[src/rtl/loader_pkg.sv]
// Shared types and constants for the program loader.
package loader_pkg;

  // ST_IDLE only exists for the single cycle after reset release.
  typedef enum logic [2:0] {
    ST_IDLE,
    ST_HDR,
    ST_DATA,
    ST_CSUM,
    ST_DONE,
    ST_ERROR
  } state_t;

  localparam logic [1:0] ERR_NONE = 2'b00;
  localparam logic [1:0] ERR_LEN  = 2'b01;
  localparam logic [1:0] ERR_CSUM = 2'b10;

  localparam int BYTES_PER_WORD = 4;

endpackage

[src/rtl/byte_packer.sv]
// Assembles accepted bytes into little-endian 32-bit words.
// word_valid/word are combinational on the cycle the 4th byte is accepted,
// so the consumer acts on the same edge that takes the last byte.
module byte_packer
  import loader_pkg::*;
(
  input  logic        clk,
  input  logic        rst_n,
  input  logic        clear,
  input  logic        enable,
  input  logic        in_valid,
  input  logic [7:0]  in_data,
  output logic        word_valid,
  output logic [31:0] word
);

  logic [1:0]  cnt;
  logic [23:0] low_bytes;
  logic        accept;

  assign accept     = in_valid && enable;
  assign word_valid = accept && (cnt == 2'(BYTES_PER_WORD - 1));
  assign word       = {in_data, low_bytes};

  // Byte counter and storage for the first three bytes of a word.
  always_ff @(posedge clk or negedge rst_n) begin
    if (!rst_n) begin
      cnt       <= 2'd0;
      low_bytes <= 24'd0;
    end else if (clear) begin
      cnt       <= 2'd0;
      low_bytes <= 24'd0;
    end else if (accept) begin
      cnt <= cnt + 2'd1;
      case (cnt)
        2'd0:    low_bytes[7:0]   <= in_data;
        2'd1:    low_bytes[15:8]  <= in_data;
        2'd2:    low_bytes[23:16] <= in_data;
        default: ;
      endcase
    end
  end

endmodule

[src/rtl/prog_loader.sv]
// Boot loader: receives length/words/checksum over a byte stream, writes
// the words into IMEM and releases the core reset only on a good checksum.
//
// state    | meaning
// ST_IDLE  | first cycle after reset release, nothing accepted
// ST_HDR   | collecting the 32-bit word count
// ST_DATA  | collecting program words, one IMEM write per word
// ST_CSUM  | collecting the checksum word
// ST_DONE  | load good, core released
// ST_ERROR | load aborted, core held in reset
module prog_loader
  import loader_pkg::*;
#(
  parameter int IMEM_DEPTH = 1024,
  parameter int START_ADDR = 0,
  localparam int ADDR_W = $clog2(IMEM_DEPTH)
) (
  input  logic              clk,
  input  logic              rst_n,
  input  logic              in_valid,
  input  logic [7:0]        in_data,
  output logic              in_ready,
  input  logic              reload,
  output logic              imem_we,
  output logic [ADDR_W-1:0] imem_addr,
  output logic [31:0]       imem_wdata,
  output logic              core_rst_n,
  output logic              busy,
  output logic              done,
  output logic              err,
  output logic [1:0]        err_code,
  output logic [ADDR_W:0]   words_loaded
);

  localparam logic [31:0] CAPACITY = 32'(IMEM_DEPTH - START_ADDR);

  state_t        state;
  logic [31:0]   len;
  logic [31:0]   sum;
  logic          word_valid;
  logic [31:0]   word;
  logic          restart;
  logic [ADDR_W:0] wl_next;
  logic          last_word;

  assign restart   = reload && ((state == ST_DONE) || (state == ST_ERROR));
  assign wl_next   = words_loaded + 1'b1;
  assign last_word = (32'(wl_next) == len);

  byte_packer u_packer (
    .clk        (clk),
    .rst_n      (rst_n),
    .clear      (restart),
    .enable     (in_ready),
    .in_valid   (in_valid),
    .in_data    (in_data),
    .word_valid (word_valid),
    .word       (word)
  );

  // Load sequencer with registered status, handshake and IMEM write port.
  always_ff @(posedge clk or negedge rst_n) begin
    if (!rst_n) begin
      state        <= ST_IDLE;
      len          <= 32'd0;
      sum          <= 32'd0;
      in_ready     <= 1'b0;
      imem_we      <= 1'b0;
      imem_addr    <= '0;
      imem_wdata   <= 32'd0;
      core_rst_n   <= 1'b0;
      busy         <= 1'b0;
      done         <= 1'b0;
      err          <= 1'b0;
      err_code     <= ERR_NONE;
      words_loaded <= '0;
    end else begin
      imem_we <= 1'b0;
      case (state)
        ST_IDLE: begin
          state    <= ST_HDR;
          in_ready <= 1'b1;
          busy     <= 1'b1;
        end
        ST_HDR: begin
          if (word_valid) begin
            len <= word;
            sum <= 32'd0;
            if (word > CAPACITY) begin
              state    <= ST_ERROR;
              err      <= 1'b1;
              err_code <= ERR_LEN;
              busy     <= 1'b0;
              in_ready <= 1'b0;
            end else if (word == 32'd0) begin
              state <= ST_CSUM;
            end else begin
              state <= ST_DATA;
            end
          end
        end
        ST_DATA: begin
          if (word_valid) begin
            imem_we      <= 1'b1;
            imem_addr    <= ADDR_W'(START_ADDR) + words_loaded[ADDR_W-1:0];
            imem_wdata   <= word;
            words_loaded <= wl_next;
            sum          <= sum + word;
            if (last_word) state <= ST_CSUM;
          end
        end
        ST_CSUM: begin
          if (word_valid) begin
            busy     <= 1'b0;
            in_ready <= 1'b0;
            if (word == sum) begin
              state      <= ST_DONE;
              done       <= 1'b1;
              core_rst_n <= 1'b1;
            end else begin
              state    <= ST_ERROR;
              err      <= 1'b1;
              err_code <= ERR_CSUM;
            end
          end
        end
        ST_DONE, ST_ERROR: begin
          if (reload) begin
            state        <= ST_HDR;
            in_ready     <= 1'b1;
            busy         <= 1'b1;
            done         <= 1'b0;
            err          <= 1'b0;
            err_code     <= ERR_NONE;
            core_rst_n   <= 1'b0;
            words_loaded <= '0;
          end
        end
        default: state <= ST_IDLE;
      endcase
    end
  end

endmodule

[config.mk]
export PLATFORM = sky130hd
export DESIGN_NAME = prog_loader
export DESIGN_NICKNAME = d
export VERILOG_FILES = /design/src/rtl/loader_pkg.sv /design/src/rtl/byte_packer.sv /design/src/rtl/prog_loader.sv
export SDC_FILE = /design/constraint.sdc
export NUM_CORES = 1
export LEC_CHECK = 0
export CORE_ASPECT_RATIO = 0.6
export CORE_MARGIN = 2
export CORE_UTILIZATION = 58
export DETAILED_ROUTE_END_ITERATION = 6
export PLACE_DENSITY_LB_ADDON = 0.3
export SYNTH_ARGS = -nofsm -noshare
export SYNTH_HDL_FRONTEND = slang
export SYNTH_SLANG_ARGS = --single-unit
[constraint.sdc]
create_clock -name clk -period 3 [get_ports clk]
set_input_delay 0.6 -clock clk [delete_from_list [all_inputs] [get_ports clk]]
set_output_delay 0.6 -clock clk [all_outputs]
set_load 0.005 [all_outputs]
==> run metrics <==
outcome=finished clean; Min Hold Slack=0.1338 ns; Pwr Total=4.378 mW; RSZ-0062 raised after global routing=false; commonest non-fill, non-tap cell in the layout=nand2_1; Area Growth Syn to Fin=21.41%; WP data required=3.28 ns; CP max stage cell=o41a_4; Post-CTS Hold Buffers=0; standard-cell row count=33; minimum clock period=2.901 ns; Critical path buffers and inverters=0; clock sinks=152; Post-Syn Area=8059 um^2; area of the multi-input gates=4006 um^2; Max IR drop VDD=299.0 uV; Cell variety after synth=64; max-slew violations=0; TNS Setup=0 ns; critical path class=reg2reg; critical path peak fanout=4; crit-path most repeated cell=o31a_4; max_cap viols=0; Cell Chain, Critical Path=ha_1, fa_1, a21o_1, a21o_4, a21oi_4, o31a_4, o31a_4, nor2_4, o41a_4, xnor2_1, o22ai_1; placed cells=1109; largest net degree at the start of global routing=117; Post-synth EDFFs=0; routed via count=7007; Final period util=96.68%; Placer Congestion=0.9436; DIE HEIGHT=95.31 um; sequential area share after synthesis=47.20%; post-synthesis simple-gate area fraction=19.25%; reg-to-reg slack, setup=0.1 ns; htree depth=4; Clk pin slew, worst setup/hold paths=0.07 ns; worst slew pin tran=0.7329 ns; initial core utilization=59.15%; Clock Latency Late Sink=0.43 ns; Cells after Synth=863; layout cells sized above 1=13.35%; IO buf count=72; Iter 0 DRT Violations=725; DRC=0; Post-Route WL=22.98 mm; Hold WC Path Type=in2async; Die Wd=156.2 um; flops & latches, synth=152; Root Buffer=clkbuf_16; post-synthesis compound-gate area fraction=14.42%; CP peak stage delay=0.44 ns; syn_nets=912; Setup WS pre-CTS=0.02189 ns; FMAX=0.3448 GHz; adder-cell area share of the yosys netlist=5.838%; via/cell ratio=6.141; Num CTS Buffers=17; largest family of logic cells by synthesized area=simple AND/OR/NAND/NOR gates; Top FF cell, synth=dfrtp_1; clk buf depth=2; total leakage power=4.790 nW; antenna cell count=0; Final Non-Filler Cells=1141; vias in the first global route=6638; initial antenna violation count=0; XOR/XNOR Fraction of Synth Area=5.108%; synthesized area per cell=9.338 um^2; DP Wirelength=16.10 mm; CP endpoint kind=flip-flop; Initial DRT Pass Iterations=5; Fin. Hold Viols=0; Final #Nets=1002; Slew headroom=50.96%; async set or reset register ratio after synthesis=100.0%; Post-CTS Setup Bufs=0; CP arrival=3.18 ns; most frequent cells in the layout=217 x nand2_1, 152 x dfrtp_1, 71 x clkdlybuf4s50_1; number of primary I/O pins=73; Tot GR Track Use=32.39%; Layout Skew=0.01445 ns; count of warnings emitted by yosys=0; GR Overflow Total=0; crit start category=flip-flop; final setup violation count=0; Avg WL per Cell=20.14 um; die area=14880 um^2; multiplexer share of the synthesized area=4.720%; first-pass GRT wire length=36.38 mm; fin worst setup slack=0.09946 ns; Floorplan Core Area=13630 um^2; Routed Antenna Nets=0; PD cells=447.4 nW/um^2; critical path's top delay family=compound AO/OA/AOI/OAI gates; layout filler cell count=970; TritonCTS clock tree=built; Sequential cell area=3804 um^2
==> synthesized netlist by cell type (all sizes together) (4+ instances only) <==
cell    count  share of area (%)
nand3      38                2.4
mux2       32                4.5
o21a        6               0.56
and2        7               0.54
o22ai      27                2.1
o211ai      4               0.37
buf        16                1.0
ha         36                5.6
o21ai      39                2.4
inv         8               0.37
o31ai       8               0.75
nor2       41                2.0
a31oi       4               0.31
xor2       17                1.8
nand2     217                 10
clkbuf     30                1.8
nor4       16                1.2
a21o       13                1.3
xnor2      30                3.3
dfrtp     152                 47
nand4       9               0.70
a21oi      55                3.5
nor3        8               0.50
and3       11               0.87
==> registers in the layout, summed over array words and instances, names as in the netlist <==
| signal | flops |
|---|---|
| busy | 1 |
| done | 1 |
| err | 1 |
| err_code | 2 |
| imem_addr | 10 |
| imem_wdata | 32 |
| imem_we | 1 |
| len | 32 |
| state | 3 |
| sum | 32 |
| u_packer.cnt | 2 |
| u_packer.low_bytes | 24 |
| words_loaded | 11 |
==> where the power goes <==
group / total [mW] / internal [mW] / switching [mW]
sequential: 2.05 / 2.05 / 0
clock: 2.21 / 1.22 / 0.994
combinational: 0.117 / 0.0376 / 0.0792
total: 4.38 / 3.30 / 1.07
==> logic make-up (layout without fill, tap and decap cells) <==
group | count (synthesis) | after routing
AO/OA/AOI/OAI | 179 | 179
multiplexers | 34 | 34
adder cells (fa/ha/maj) | 37 | 37
AND/OR/NAND/NOR | 358 | 358
XOR/XNOR | 47 | 47
buffers and inverters | 56 | 159
flip-flops | 152 | 152
==> layout make-up <==
| class | count | area share, % |
|---|---|---|
| clock buffers | 18 | 4.488 |
| clock inverters | 14 | 1.777 |
| multi-input cells | 655 | 40.95 |
| well taps | 175 | 2.238 |
| inverters | 8 | 0.3069 |
| flip-flops and latches | 152 | 38.87 |
| repair buffers | 119 | 11.37 |
==> worst reg2reg max path, cell delays in order, from the launching register on <==
cell	delay, ns
dfrtp_1	0.39
ha_1	0.26
fa_1	0.42
a21o_1	0.22
a21o_4	0.23
a21oi_4	0.16
o31a_4	0.18
o31a_4	0.17
nor2_4	0.04
o41a_4	0.44
xnor2_1	0.14
o22ai_1	0.09
==> metal layers <==
metal	up-vias	share of wire, %	track usage (%)
met5	-	0	0
met4	0	1.3	7.798
met3	31	10	8.227
met2	339	41	44.99
met1	3433	48	50.46
li1	3204	-	-
==> worst paths after layout <==
path,depth (start not counted),startpoint,end
worst min-delay path,1,rst_n,sum[14]
max in group asynchronous,2,rst_n,u_packer.low_bytes[13]
min in group clk,2,imem_wdata[31],imem_wdata[31]
worst max register to register,11,sum[0],sum[28]
worst max-delay path,11,sum[0],sum[28]
worst min register to register,2,imem_wdata[31],imem_wdata[31]
==> per-stage QoR <==
stage | area, um^2 | util [%]
after detailed placement | 9159 | 67.22
after global routing | 9784 | 71.81
after CTS | 9772 | 71.72
final | 9784 | 71.81
after global placement | 9159 | 67.22
after floorplan | 8059 | -
==> what timing repair did <==
action                                  in CTS  in global routing
hold endpoints to repair                     0                  0
gates resized for setup                      0                  2
endpoints found under the setup margin       0                  3
(Power assumes the default switching activity.)
==> edit 1 (same flow settings) <==
The parameter `IMEM_DEPTH` goes from 1024 to 4096.
--- a/src/rtl/prog_loader.sv
+++ b/src/rtl/prog_loader.sv
@@ -11,7 +11,7 @@
 module prog_loader
   import loader_pkg::*;
 #(
-  parameter int IMEM_DEPTH = 1024,
+  parameter int IMEM_DEPTH = 4096,
   parameter int START_ADDR = 0,
   localparam int ADDR_W = $clog2(IMEM_DEPTH)
 ) (
Interface: changed (resized imem_addr and words_loaded); port bits go from 73 to 77. The function was not compared with the original's and may differ.
==> edit 1 against the unedited design <==
  * The run now ends with setup timing left
  * Largest cell class unchanged
  * First-iteration DRC count rose by 5.2%
  * Cell area grew 3.4%
  * Sequential share of layout area is 0.28 points lower
  * Sequential cell count grew 4
  * Worst setup slack lost 0.15 ns
  * Wire length grew 1.5%
  * Synthesized area increased by 2.3%
  * Via count up 3.5%
  * Highest routed layer unchanged
Power is not compared: it rests on default switching activity, and its combinational part moved more than twofold at a synthesized area within 25%.
==> edit 1: results <==
{
  "top_regs": "imem_wdata (32), len (32), sum (32)",
  "clock_path_buffers": 2,
  "num_vias": 7250,
  "antenna_found_initial": 0,
  "violations": "setup timing",
  "setup_viol_count_final": 2,
  "timing.rr.end": "sum[28]",
  "synth_nets": 920,
  "yosys-top-cells-area": "dfrtp_1, nand2_1, ha_1, mux2_2, xnor2_1",
  "grtUsageTotal_pct": 31.9,
  "fin_nets": 1025,
  "grt_util_met1_pct": 51.0,
  "ys_seq_area_share_pct": 47.3,
  "setup_ws_ns": -0.0526,
  "grt_max_degree": 101,
  "fin_skew_ns": 0.0121,
  "arrival_ns": 3.36,
  "drtIter0Drc": 763,
  "drive_gt1_share_pct": 14.8,
  "gp_congestion": 0.918,
  "synth_cell_type_count": 55,
  "grt_pass1_vias": 6565,
  "pre_cts_ws_ns": 0.00352,
  "critPathMaxFanout": 3,
  "maxSlewHeadroom_pct": 40.3,
  "diodes": 0,
  "numPortBuffers": 76,
  "grt_use_met3_pct": 7.43,
  "dp_hpwl_um": 16200,
  "ys_warn_count": 0,
  "routed_wl_um": 23300,
  "placed_area_mm2": 0.00949,
  "grt_use_met2_pct": 42.0,
  "cts_max_level": 4,
  "tns_ns": -0.0732,
  "grt_pass1_wl_um": 36500,
  "ys_top_cells_by_count": "nand2_1, dfrtp_1, nor2_1",
  "status": "finished with violations",
  "fill_cells": 966,
  "root_buffer": "clkbuf_16"
}
## edit 1: cell types whose count changed after synthesis, sizes merged, moves of 6 or more
cell,delta
a211oi,+6
nand2,-14
nand3,-14
a21oi,-21
o21ai,+6
nor2,+14
mux2i,+23
a21o,+6
## edit 1: how the worst max path moves through the flow
stage,startpoint,endpoint
2_1_floorplan,u_packer.low_bytes[0],sum[26]
3_3_place_gp,sum[0],sum[30]
3_5_place_dp,sum[0],sum[26]
4_1_cts,sum[0],sum[26]
5_1_grt,sum[0],sum[28]
6_report,sum[0],sum[28]
## edit 1: what timing repair did
item                                   4_1_cts  5_1_grt
buffers inserted                             0        7
pin swaps                                    1        8
endpoints found under the hold margin        0        0
resized for setup                            0        7
setup endpoints to repair                    1        7
## edit 1: stage by stage
stage                     hold slack, ns  std cells
after floorplan                    0.304        871
after global placement             0.458       1142
after detailed placement           0.462       1142
after CTS                         0.0787       1174
after global routing              0.0897       1181
final                             0.0616       1181
## edit 1: final cells by class
cell class              instances  area (um^2)  share of cell area [%]
multi-input cells             654         4140                    40.9
flip-flops and latches        156         3900                    38.6
repair buffers                136         1250                    12.4
clock buffers                  18          429                    4.24
well taps                     192          240                    2.37
clock inverters                14          114                    1.13
inverters                      11         41.3                   0.408
## edit 1: per-layer routing
layer | vias to the layer above | routed length (um)
met5 | - | 0
met4 | 0 | 458
li1 | 3254 | -
met1 | 3497 | 10900
met2 | 450 | 9320
met3 | 49 | 2680
## edit 1: cell families (layout without fill, tap and decap cells)
logic type,after synthesis,in the layout,synth area share [%]
muxes,57,57,7.41
DFF,156,156,47.3
AOI/OAI and AO/OA,168,168,13.4
xor gates and xnor gates,49,49,5.20
adders and majority gates,37,37,5.71
buffers and inverters,61,179,3.03
and+or+nand+nor,343,343,17.9
## edit 1: report_power, final
part | internal, mW | leakage [nW] | total [mW] | switching (mW)
registers | 2.49 | 2.09 | 2.87 | 0.374
clock network | 1.07 | 0.260 | 2.03 | 0.951
logic | 0.988 | 2.62 | 2.21 | 1.22
## edit 1: worst max-delay path, cell delays in order, from the launching register on
cell and delay (ns):
dfrtp_1 0.38, ha_2 0.21, fa_2 0.38, a211oi_2 0.28
o21bai_2 0.11, a211oi_2 0.34, o21ai_2 0.15, a2111o_1 0.51
a31oi_2 0.23, o21bai_1 0.10, xnor2_1 0.16, o21ai_1 0.08
==> edit 2 (config.mk and constraints unchanged) <==
Without the edit above. Reset style: synchronous (`rst_n`), changed in 2 clocked blocks.
--- a/src/rtl/byte_packer.sv
+++ b/src/rtl/byte_packer.sv
@@ -23,7 +23,7 @@
   assign word       = {in_data, low_bytes};
 
   // Byte counter and storage for the first three bytes of a word.
-  always_ff @(posedge clk or negedge rst_n) begin
+  always_ff @(posedge clk) begin
     if (!rst_n) begin
       cnt       <= 2'd0;
       low_bytes <= 24'd0;
--- a/src/rtl/prog_loader.sv
+++ b/src/rtl/prog_loader.sv
@@ -59,7 +59,7 @@
   );
 
   // Load sequencer with registered status, handshake and IMEM write port.
-  always_ff @(posedge clk or negedge rst_n) begin
+  always_ff @(posedge clk) begin
     if (!rst_n) begin
       state        <= ST_IDLE;
       len          <= 32'd0;
Formal check against the unedited RTL: differs if rst_n is asserted again (counterexample within 4 cycles, from zero or initial values and one cycle with rst_n low); with rst_n held inactive, the same outputs for 10 cycles.
==> edit 2 against the unedited design <==
  * Via count increased by 6.2%
  * Sequential cell count unchanged
  * Worst setup slack improved by 0.0082 ns
  * Global-route usage increased by 0.68 points
  * Sequential share of layout area decreased by 7.2 points
  * Cell count increased by 9.1%
  * Synthesized cell count increased by 12%
  * Synthesized area decreased by 3.2%
  * Cell area decreased by 1.7%
  * Wire length increased by 1.2%
Power is not compared: it rests on default switching activity, and its combinational part moved more than twofold at a synthesized area within 25%.
==> edit 2: results <==
{
  "cpMaxStageDelayCell": "fa_2",
  "avgViaCountPerCell": 5.98,
  "clock_buffer_count": 17,
  "synth-main-ff-cell": "dfxtp_1",
  "fill_cells": 939,
  "critPathMaxStageDelay_ns": 0.36,
  "drtIter0Drc": 871,
  "fp-row-count": 32,
  "clock_path_buffers": 2,
  "grtUsageTotal_pct": 33.1,
  "num-nonclk-buffers": 137,
  "yosysTopAreaCell": "dfxtp_1",
  "synth_nets": 1013,
  "dp_hpwl_um": 16300,
  "synth_cell_type_count": 63,
  "ys_seq_area_share_pct": 39.0,
  "avgRoutedWirePerCell_um": 18.7,
  "yosys-top-cells-area": "dfxtp_1, nand2_1, a21boi_0, ha_1, mux2i_1",
  "nonClkBufAreaFrac_pct": 12.6,
  "drive_gt1_share_pct": 10.7,
  "fin_skew_ns": 0.0134,
  "ys_top_cells_by_count": "nand2_1, dfxtp_1, a21boi_0",
  "placed_area_mm2": 0.00899,
  "rr_worst_depth": 12,
  "status": "finished, final reports clean",
  "post-route-min-period_ns": 2.89,
  "hold_class": "flip-flop to flip-flop",
  "pre_cts_ws_ns": -0.101,
  "first_pass_iters": 7,
  "comb.multi_input.count": 737,
  "grt_pass1_vias": 6833,
  "seq_area_mm2": 0.00304,
  "maxSlewHeadroom_pct": 53.7,
  "fin_nets": 1111,
  "gp_congestion": 1.02,
  "crit_path_start": "sum[0]",
  "inverters_excl_clock": 17,
  "multi_input_area_share_pct": 46.8,
  "grt_max_degree": 60,
  "timing.rr.end": "sum[30]"
}
edit 2: changes by cell type in the layout (fill, tap and decap cells not counted), sizes merged, moves of 10 or more:
cell,unedited run,this run
o21ai,39,49
buf,48,66
mux2,32,0
dfrtp,152,0
a21oi,55,39
o22ai,27,3
dfxtp,0,152
nor2,41,63
inv,16,26
mux2i,2,26
a21boi,1,86
edit 2: power by group through the flow:
stage	Sequential (mW)	Combinational (mW)	Clock (mW)
floorplan	2.10	0.186	0
global placement	2.11	0.311	0
detailed placement	2.12	0.313	0
CTS	2.07	0.317	2.16
global route	2.08	0.349	2.25
finish	2.07	0.326	2.15
edit 2: kinds of logic (layout without fill, tap and decap cells):
kind of cell / count (synthesis) / count (layout) / share of synthesized area, %
buf+inv: 75 / 186 / 3.83
flops: 152 / 152 / 39.0
xor+xnor: 41 / 41 / 4.60
simple gates: 404 / 404 / 23.2
mux: 26 / 26 / 3.34
fa+ha+maj: 37 / 37 / 6.03
compound gates: 229 / 229 / 20.0
edit 2: through the flow:
stage | util [%] | hold WS [ns] | setup TNS, ns | std cells
after global routing | 74.1 | 0.483 | -0.00564 | 1245
after global placement | 69.3 | 0.438 | -0.115 | 1211
after floorplan | - | 0.429 | 0 | 964
after CTS | 73.8 | 0.457 | 0 | 1243
final | 74.1 | 0.459 | 0 | 1245
after detailed placement | 69.3 | 0.445 | -0.220 | 1211
edit 2: repair_timing:
item,in CTS,in global routing
endpoints found under the hold margin,0,0
gates resized for setup,0,7
setup endpoints to repair,0,2
buffers inserted,0,2
edit 2: metal layers:
layer / track usage (%) / wire, um
met2: 45.0 / 9100
met1: 50.5 / 11000
met5: 0 / 0
met3: 9.64 / 2840
met4: 8.18 / 311
